## config.mk

```make
export PLATFORM = sky130hd
export DESIGN_NAME = note_recorder
export DESIGN_NICKNAME = d
export VERILOG_FILES = /design/src/rtl/note_recorder.sv
export SDC_FILE = /design/constraint.sdc
export NUM_CORES = 1
export LEC_CHECK = 0
export CORE_AREA = 2 2 90 92
export CTS_CLUSTER_DIAMETER = 50
export DETAILED_ROUTE_END_ITERATION = 10
export DIE_AREA = 0 0 92 94
export PLACE_DENSITY = 0.67
export SETUP_SLACK_MARGIN = 0.2
export SKIP_LAST_GASP = 1
export SYNTH_ARGS = -nofsm -noshare
export SYNTH_HDL_FRONTEND = slang
export SYNTH_SLANG_ARGS = --single-unit
```

## constraint.sdc

```tcl
create_clock -name clk -period 3.84 [get_ports clk]
set_input_delay 0.576 -clock clk [delete_from_list [all_inputs] [get_ports clk]]
set_output_delay 0.576 -clock clk [all_outputs]
set_load 0.005 [all_outputs]
```

## src/rtl/note_recorder.sv

```systemverilog
// Note recorder: samples synchronized keys/shift once per tick while
// recording and streams words to a memory slot, closing each recording
// with an all-ones terminator word unless the slot fills up first.
module note_recorder #(
  parameter int DATA_WIDTH     = 10,
  parameter int MAX_MEMORY_BIT = 3,
  parameter int STATE_WIDTH    = 3,
  parameter int TICK_CYCLES    = 1000000,
  parameter int MAX_WORDS      = 1024
) (
  input  logic                      clk,
  input  logic                      rst_n,
  input  logic                      rec_start,
  input  logic                      rec_stop,
  input  logic [7:0]                keys,
  input  logic [1:0]                shift_in,
  input  logic [MAX_MEMORY_BIT-1:0] slot_sel,
  input  logic                      full_flag,
  output logic                      write_en,
  output logic [MAX_MEMORY_BIT-1:0] select,
  output logic [DATA_WIDTH-1:0]     data_in,
  output logic [STATE_WIDTH-1:0]    current_state,
  output logic                      recording,
  output logic                      done,
  output logic                      overflow,
  output logic [10:0]               word_count
);

  localparam int TICK_W = (TICK_CYCLES > 1) ? $clog2(TICK_CYCLES) : 1;
  localparam logic [TICK_W-1:0]     TICK_LAST = TICK_W'(TICK_CYCLES - 1);
  localparam logic [10:0]           LAST_SAMPLE_COUNT = 11'(MAX_WORDS - 1);
  localparam logic [DATA_WIDTH-1:0] TERM_WORD = {DATA_WIDTH{1'b1}};

  typedef enum logic [1:0] {IDLE, RECORD, TERM, DONE} state_t;

  // Synchronizer vector layout: {rec_start, rec_stop, keys[7:0], shift[1:0]}
  logic [11:0] sync1_reg, sync2_reg;
  logic        start_prev_reg, stop_prev_reg;

  state_t                    state_reg, state_next;
  logic [TICK_W-1:0]         tick_reg, tick_next;
  logic [10:0]               word_count_reg, word_count_next;
  logic                      overflow_reg, overflow_next;
  logic [MAX_MEMORY_BIT-1:0] select_reg, select_next;
  logic [DATA_WIDTH-1:0]     data_reg, data_next;
  logic [DATA_WIDTH-1:0]     word_out;
  logic                      write_out;

  logic                      start_edge, stop_edge, tick_hit;
  logic [DATA_WIDTH-1:0]     sample_word;

  assign start_edge  = sync2_reg[11] & ~start_prev_reg;
  assign stop_edge   = sync2_reg[10] & ~stop_prev_reg;
  assign tick_hit    = (tick_reg == TICK_LAST);
  assign sample_word = DATA_WIDTH'(sync2_reg[9:0]);

  // Two-flop synchronizers plus previous-value flops for edge detection
  always_ff @(posedge clk or negedge rst_n) begin
    if (!rst_n) begin
      sync1_reg      <= '0;
      sync2_reg      <= '0;
      start_prev_reg <= 1'b0;
      stop_prev_reg  <= 1'b0;
    end else begin
      sync1_reg      <= {rec_start, rec_stop, keys, shift_in};
      sync2_reg      <= sync1_reg;
      start_prev_reg <= sync2_reg[11];
      stop_prev_reg  <= sync2_reg[10];
    end
  end

  // State and datapath registers
  always_ff @(posedge clk or negedge rst_n) begin
    if (!rst_n) begin
      state_reg      <= IDLE;
      tick_reg       <= '0;
      word_count_reg <= '0;
      overflow_reg   <= 1'b0;
      select_reg     <= '0;
      data_reg       <= '0;
    end else begin
      state_reg      <= state_next;
      tick_reg       <= tick_next;
      word_count_reg <= word_count_next;
      overflow_reg   <= overflow_next;
      select_reg     <= select_next;
      data_reg       <= data_next;
    end
  end

  // Next-state logic; full_flag outranks tick and stop while recording
  always_comb begin
    state_next      = state_reg;
    tick_next       = tick_reg;
    word_count_next = word_count_reg;
    overflow_next   = overflow_reg;
    select_next     = select_reg;
    write_out       = 1'b0;
    word_out        = data_reg;
    case (state_reg)
      IDLE: begin
        if (start_edge) begin
          select_next     = slot_sel;
          word_count_next = '0;
          overflow_next   = 1'b0;
          tick_next       = '0;
          state_next      = RECORD;
        end
      end
      RECORD: begin
        if (full_flag) begin
          overflow_next = 1'b1;
          state_next    = DONE;
        end else begin
          tick_next = tick_hit ? '0 : tick_reg + 1'b1;
          if (tick_hit) begin
            write_out       = 1'b1;
            word_out        = sample_word;
            word_count_next = word_count_reg + 11'd1;
            if (word_count_reg + 11'd1 == LAST_SAMPLE_COUNT)
              state_next = TERM;
          end
          if (stop_edge)
            state_next = TERM;
        end
      end
      TERM: begin
        if (full_flag) begin
          overflow_next = 1'b1;
        end else begin
          write_out       = 1'b1;
          word_out        = TERM_WORD;
          word_count_next = word_count_reg + 11'd1;
        end
        state_next = DONE;
      end
      DONE: state_next = IDLE;
      default: state_next = IDLE;
    endcase
  end

  // data_in shows the word being written, otherwise the last word written
  always_comb begin
    data_next = write_out ? word_out : data_reg;
  end

  assign write_en      = write_out;
  assign data_in       = data_next;
  assign select        = select_reg;
  assign word_count    = word_count_reg;
  assign overflow      = overflow_reg;
  assign done          = (state_reg == DONE);
  assign recording     = (state_reg == RECORD) || (state_reg == TERM);
  assign current_state = recording ? STATE_WIDTH'(1) : '0;

endmodule

```

== Word level (Yosys, flattened, before mapping) ==
Cells that the tools add are included.
W data, S select, Z words.
Storage, ports and cells
  bits of input ports: 18
  logic and storage cells: 67
  flip-flop bits (word level): 73
  output and inout port bits: 31
Cells by class
  bitwise logic cells: 4
  add/subtract/negate cells: 2
  equality and inequality tests: 12
  mux-type cells: 28
  reduce and logical (&&, ||, !) cells: 11
Operator list (number)
  $mux W20: 3
  $mux W11: 4
  $mux W10: 4
  $pmux W20 S2: 1
  $pmux W11 S3: 1
  $add A20 B1 Y20 const B: 1
  $eq A20 B20 Y1 const B: 1
  $pmux W10 S2: 1
  $add A11 B1 Y11 const B: 1
  $eq A11 B10 Y1 const B: 1
  $mux W2: 5
  $reduce_and A3 Y1: 3
  $ne A2 B2 Y1 const B: 4
  $ne A4 B4 Y1 const B: 2
  $pmux W2 S4: 1
  $mux W1: 6
  $reduce_and A5 Y1: 1
  $eq A2 B2 Y1 const B: 2
  $pmux W1 S2: 2
  $reduce_bool A2 Y1: 2
  $reduce_bool A3 Y1: 1
  $and A1 B1 Y1: 2
  $eq A2 B1 Y1 const B: 1
  $logic_not A2 Y1: 1
  5 further kinds: 6

== Depth between registers and ports, before layout ==
  depth after elaboration: 7
  depth in mapped cells: 9
  depth with buffers taken out: 8

== Least setup slack after synthesis ==
No wires, ideal clock.
  path type: reg-to-output
  start point: reg tick_reg[7]
  end point: out data_in[0]
  path buffers: 0
  required time: 3.264 ns
  stages on the path, launching flop included: 7
  arrival time: 2.118 ns
  slack: 1.146 ns
  cell sequence: dfrtp_1 or4_2 nor4_2 nand2_1 nor2_1 a21oi_1 o21ai_0
On the way
  cells in the longest elaborated chain, start to end: 5
  elaborated cells on any way between the ends: 8
  classes of those cells: eq/ne (1); mux (7)
Ends and longest elaborated chain
  start, declared: line 41  | logic [TICK_W-1:0] tick_reg, tick_next;
  start signal, assigned: line 83  | tick_reg <= tick_next;
  $eq A20 B20 Y1 (*): line 54  | assign tick_hit = (tick_reg == TICK_LAST);
  $mux W10 / $mux W1 (equally long branches): line 116  | if (tick_hit) begin
  $mux W10 / $mux W1 (equally long branches): line 111  | if (full_flag) begin
  $pmux W10 S2 / $pmux W1 S2 (equally long branches): line 100  | case (state_reg)
  $mux W10 (*): line 144  | data_next = write_out ? word_out : data_reg;
  end, declared: line 21  | output logic [DATA_WIDTH-1:0] data_in,
Mark *: on every way between the ends. The rest lies on a longest branch, timed or not.

== Worst setup path in the final report ==
  start point: reg tick_reg[6]
  end point: out data_in[1]
Same word-level chain as after synthesis.

==> flow_summary.ini <==
[run_status]
status = complete, no violations

[drt]
routed_via_density = 5.348
post-route-drc-count = 0
wirelength_met1_mm = 3.478
drt_pre_antenna_iters = 4
wl_per_cell_um = 14.74
wl_met3_um = 256
route.vias.total = 2690
top_layer = met4
antenna_left = 0
wl_met2_mm = 3.549
dr.first_iter.drc_count = 129
wl_mm = 7.415

[worst_setup_path]
cp.depth = 8
cp_top_family = simple AND/OR/NAND/NOR gates
critPathKind = reg -> out
worstSetupEndpointType = output pin
rr_worst_depth = 6
cp-start-kind = flop
cp_slowest_cell = or4_2
crit_fanout = 10
crit_buf_inv = 2
crit_path_start = tick_reg[6]$_DFFE_PN0P_
worstPathCellList = or4_2 > nor4_4 > nand2_1 > nor2_1 > buf_4 > a21oi_1 > o21ai_1 > clkdlybuf4s50_1
r2r-start = tick_reg[6]$_DFFE_PN0P_
cp.required_ps = 3260
slowest_delay_ps = 690
arrival_ps = 3020

[synth]
synth_edf_count = 0
async_reset_ff_frac = 1.000
synth_flop_cell = dfrtp_1
postSynthRegisterBits = 73
synth_area_per_cell_um2 = 9.853
synthCells = 343
ys_types = 43
synthesis.area_um2 = 3379
ys_warn_count = 0
ys_seq_area_frac = 0.5405

[cts]
cts_made_buffers = 9
h-tree-depth = 3
clockBufferDepth = 2
cts_tree = done
clock_latency_ps = 350
clk_pin_slew_ps = 80
cts-root-buf = clkbuf_8
cts_hold_buf = 0
numClockSinks = 73

[timing]
post-route-min-period_ps = 3593
rsz0062_at_grt = yes
hold_violations = 0
finalSetupTns_ps = 0
tightest_slew_ps = 651.4
hold_ws_ps = 214.7
setup_viol = 0
period_share = 0.9357
slew_headroom = 0.5657
finalMaxSlewViolations = 0
clock_skew_ps = 10.37
max_freq_mhz = 278.3

[grt]
antenna_found_initial = 0
groute.usage.overall = 0.1827
grt_pass1_wl_mm = 12.30
grt_max_degree = 50
globalRouteOverflowTotal = 0
grt_pass1_vias = 2579

[final_layout]
area.growth.synth_to_final_pct = 23.99
finalNetCount = 422
n_antenna_cell = 0
largest_reg_flops = 20
num-fill-cells = 665
drive_above_1_share = 0.08978

[placed_design]
gp_congestion = 0.8878
port_buffers = 46
hpwl_mm = 4.980

[hold_path]
holdCritPathClass = in -> async

[flow_run]
drv_cap = 0

[floorplan]
dieHeight_um = 94
core.rowCount = 32
io_pins = 49
core_area_um2 = 7607
dieWidth_um = 92
fp.dieArea_um2 = 8648
start_util = 0.4442

[pwr]
pwr_density_cell_nw_per_um2 = 627.7
vdd_drop_max_mv = 0.3598
leakagePower_nw = 1.808
layout by cell type (no fill, tap or decap), types with 9 or more instances in the layout:
master,Yosys,layout
o21ai_0,35,25
nor2_1,20,20
nand3_1,16,15
a21oi_1,29,29
dfrtp_1,73,72
nand2_1,41,41
o31ai_1,10,10
clkdlybuf4s50_1,0,44
o21ai_1,0,9
inv_1,19,19
clkbuf_8,0,9
path summary, 6_finish.rpt:
kind / to / slack (ps)
worst max register to register: word_count[8]$_DFFE_PN0P_ / 770
worst min-delay path: word_count[4]$_DFFE_PN0P_ / 210
worst max-delay path: data_in[1] / 250
max in group asynchronous: tick_reg[6]$_DFFE_PN0P_ / 2560
worst min register to register: sync2_reg[11]$_DFF_PN0_ / 350
min in group clk: sync2_reg[11]$_DFF_PN0_ / 350
worst reg2reg max path, cell delays in order (launching register included):
cell	delay, ps
dfrtp_2	440
or4_2	690
nor4_4	380
a21boi_1	220
o22a_1	400
or3_1	570
o31ai_1	280
where the power goes:
part	leakage, nW	total [W]	switching, W	internal (W)
Sequential	0.933	0.000989	0.0000978	0.000892
Combinational	0.782	0.00104	0.000578	0.000465
Clock	0.0929	0.000597	0.000295	0.000302
Total	1.81	0.00263	0.000971	0.00166
through the flow:
step / total power (W) / std cells / cell area (um2) / setup WS, ps / util
floorplan: 0.001583 / 344 / 3383 / 1146 / -
global placement: 0.002002 / 484 / 3944 / 550.6 / 0.5184
detailed placement: 0.002027 / 484 / 3944 / 456.1 / 0.5184
CTS: 0.002635 / 500 / 4148 / 210.6 / 0.5452
global route: 0.002817 / 503 / 4190 / 90.07 / 0.5508
finish: 0.002630 / 503 / 4190 / 246.7 / 0.5508
timing repair:
action | 4_1_cts | 5_1_grt
resized for setup | 5 | 12
pin swaps | 0 | 1
endpoints found under the setup margin | 10 | 10
buffers inserted | 0 | 3
cell families after synthesis:
logic type,after synthesis,synth area share
buffers and inverters,32,0.03888
DFF,73,0.5405
other,1,0.001110
and+or+nand+nor,122,0.1847
xor gates and xnor gates,13,0.03369
adders and majority gates,8,0.02962
AOI/OAI and AO/OA,89,0.1555
muxes,5,0.01592
layer usage:
metal / track usage / up-vias
met2: 0.2947 / 57
met3: 0.03210 / 8
met5: 0 / -
li1: - / 1302
met4: 0.08333 / 0
met1: 0.2420 / 1323
area by class of cell:
type / instances / area [um2] / area share
clock buffer: 10 / 127.6 / 0.03046
tap: 102 / 127.6 / 0.03046
sequential: 73 / 1828 / 0.4362
timing repair buffer: 54 / 518.0 / 0.1236
inverter: 19 / 71.32 / 0.01702
clock inverter: 6 / 67.56 / 0.01612
multi-input combinational: 239 / 1450 / 0.3461
synthesized netlist by cell type, types with 5 or more instances:
cell,n,share of area
dfrtp_1,73,0.54
nand2_1,41,0.046
o21ai_0,35,0.052
a21oi_1,29,0.043
nor2_1,20,0.022
inv_1,19,0.021
nand3_1,16,0.024
clkbuf_1,10,0.011
o31ai_1,10,0.022
and3_1,8,0.015
ha_1,8,0.030
nand2b_1,7,0.013
xnor2_1,7,0.018
xor2_1,6,0.016
nand4_1,5,0.0093
No activity file was read; power rests on OpenSTA's default activity.
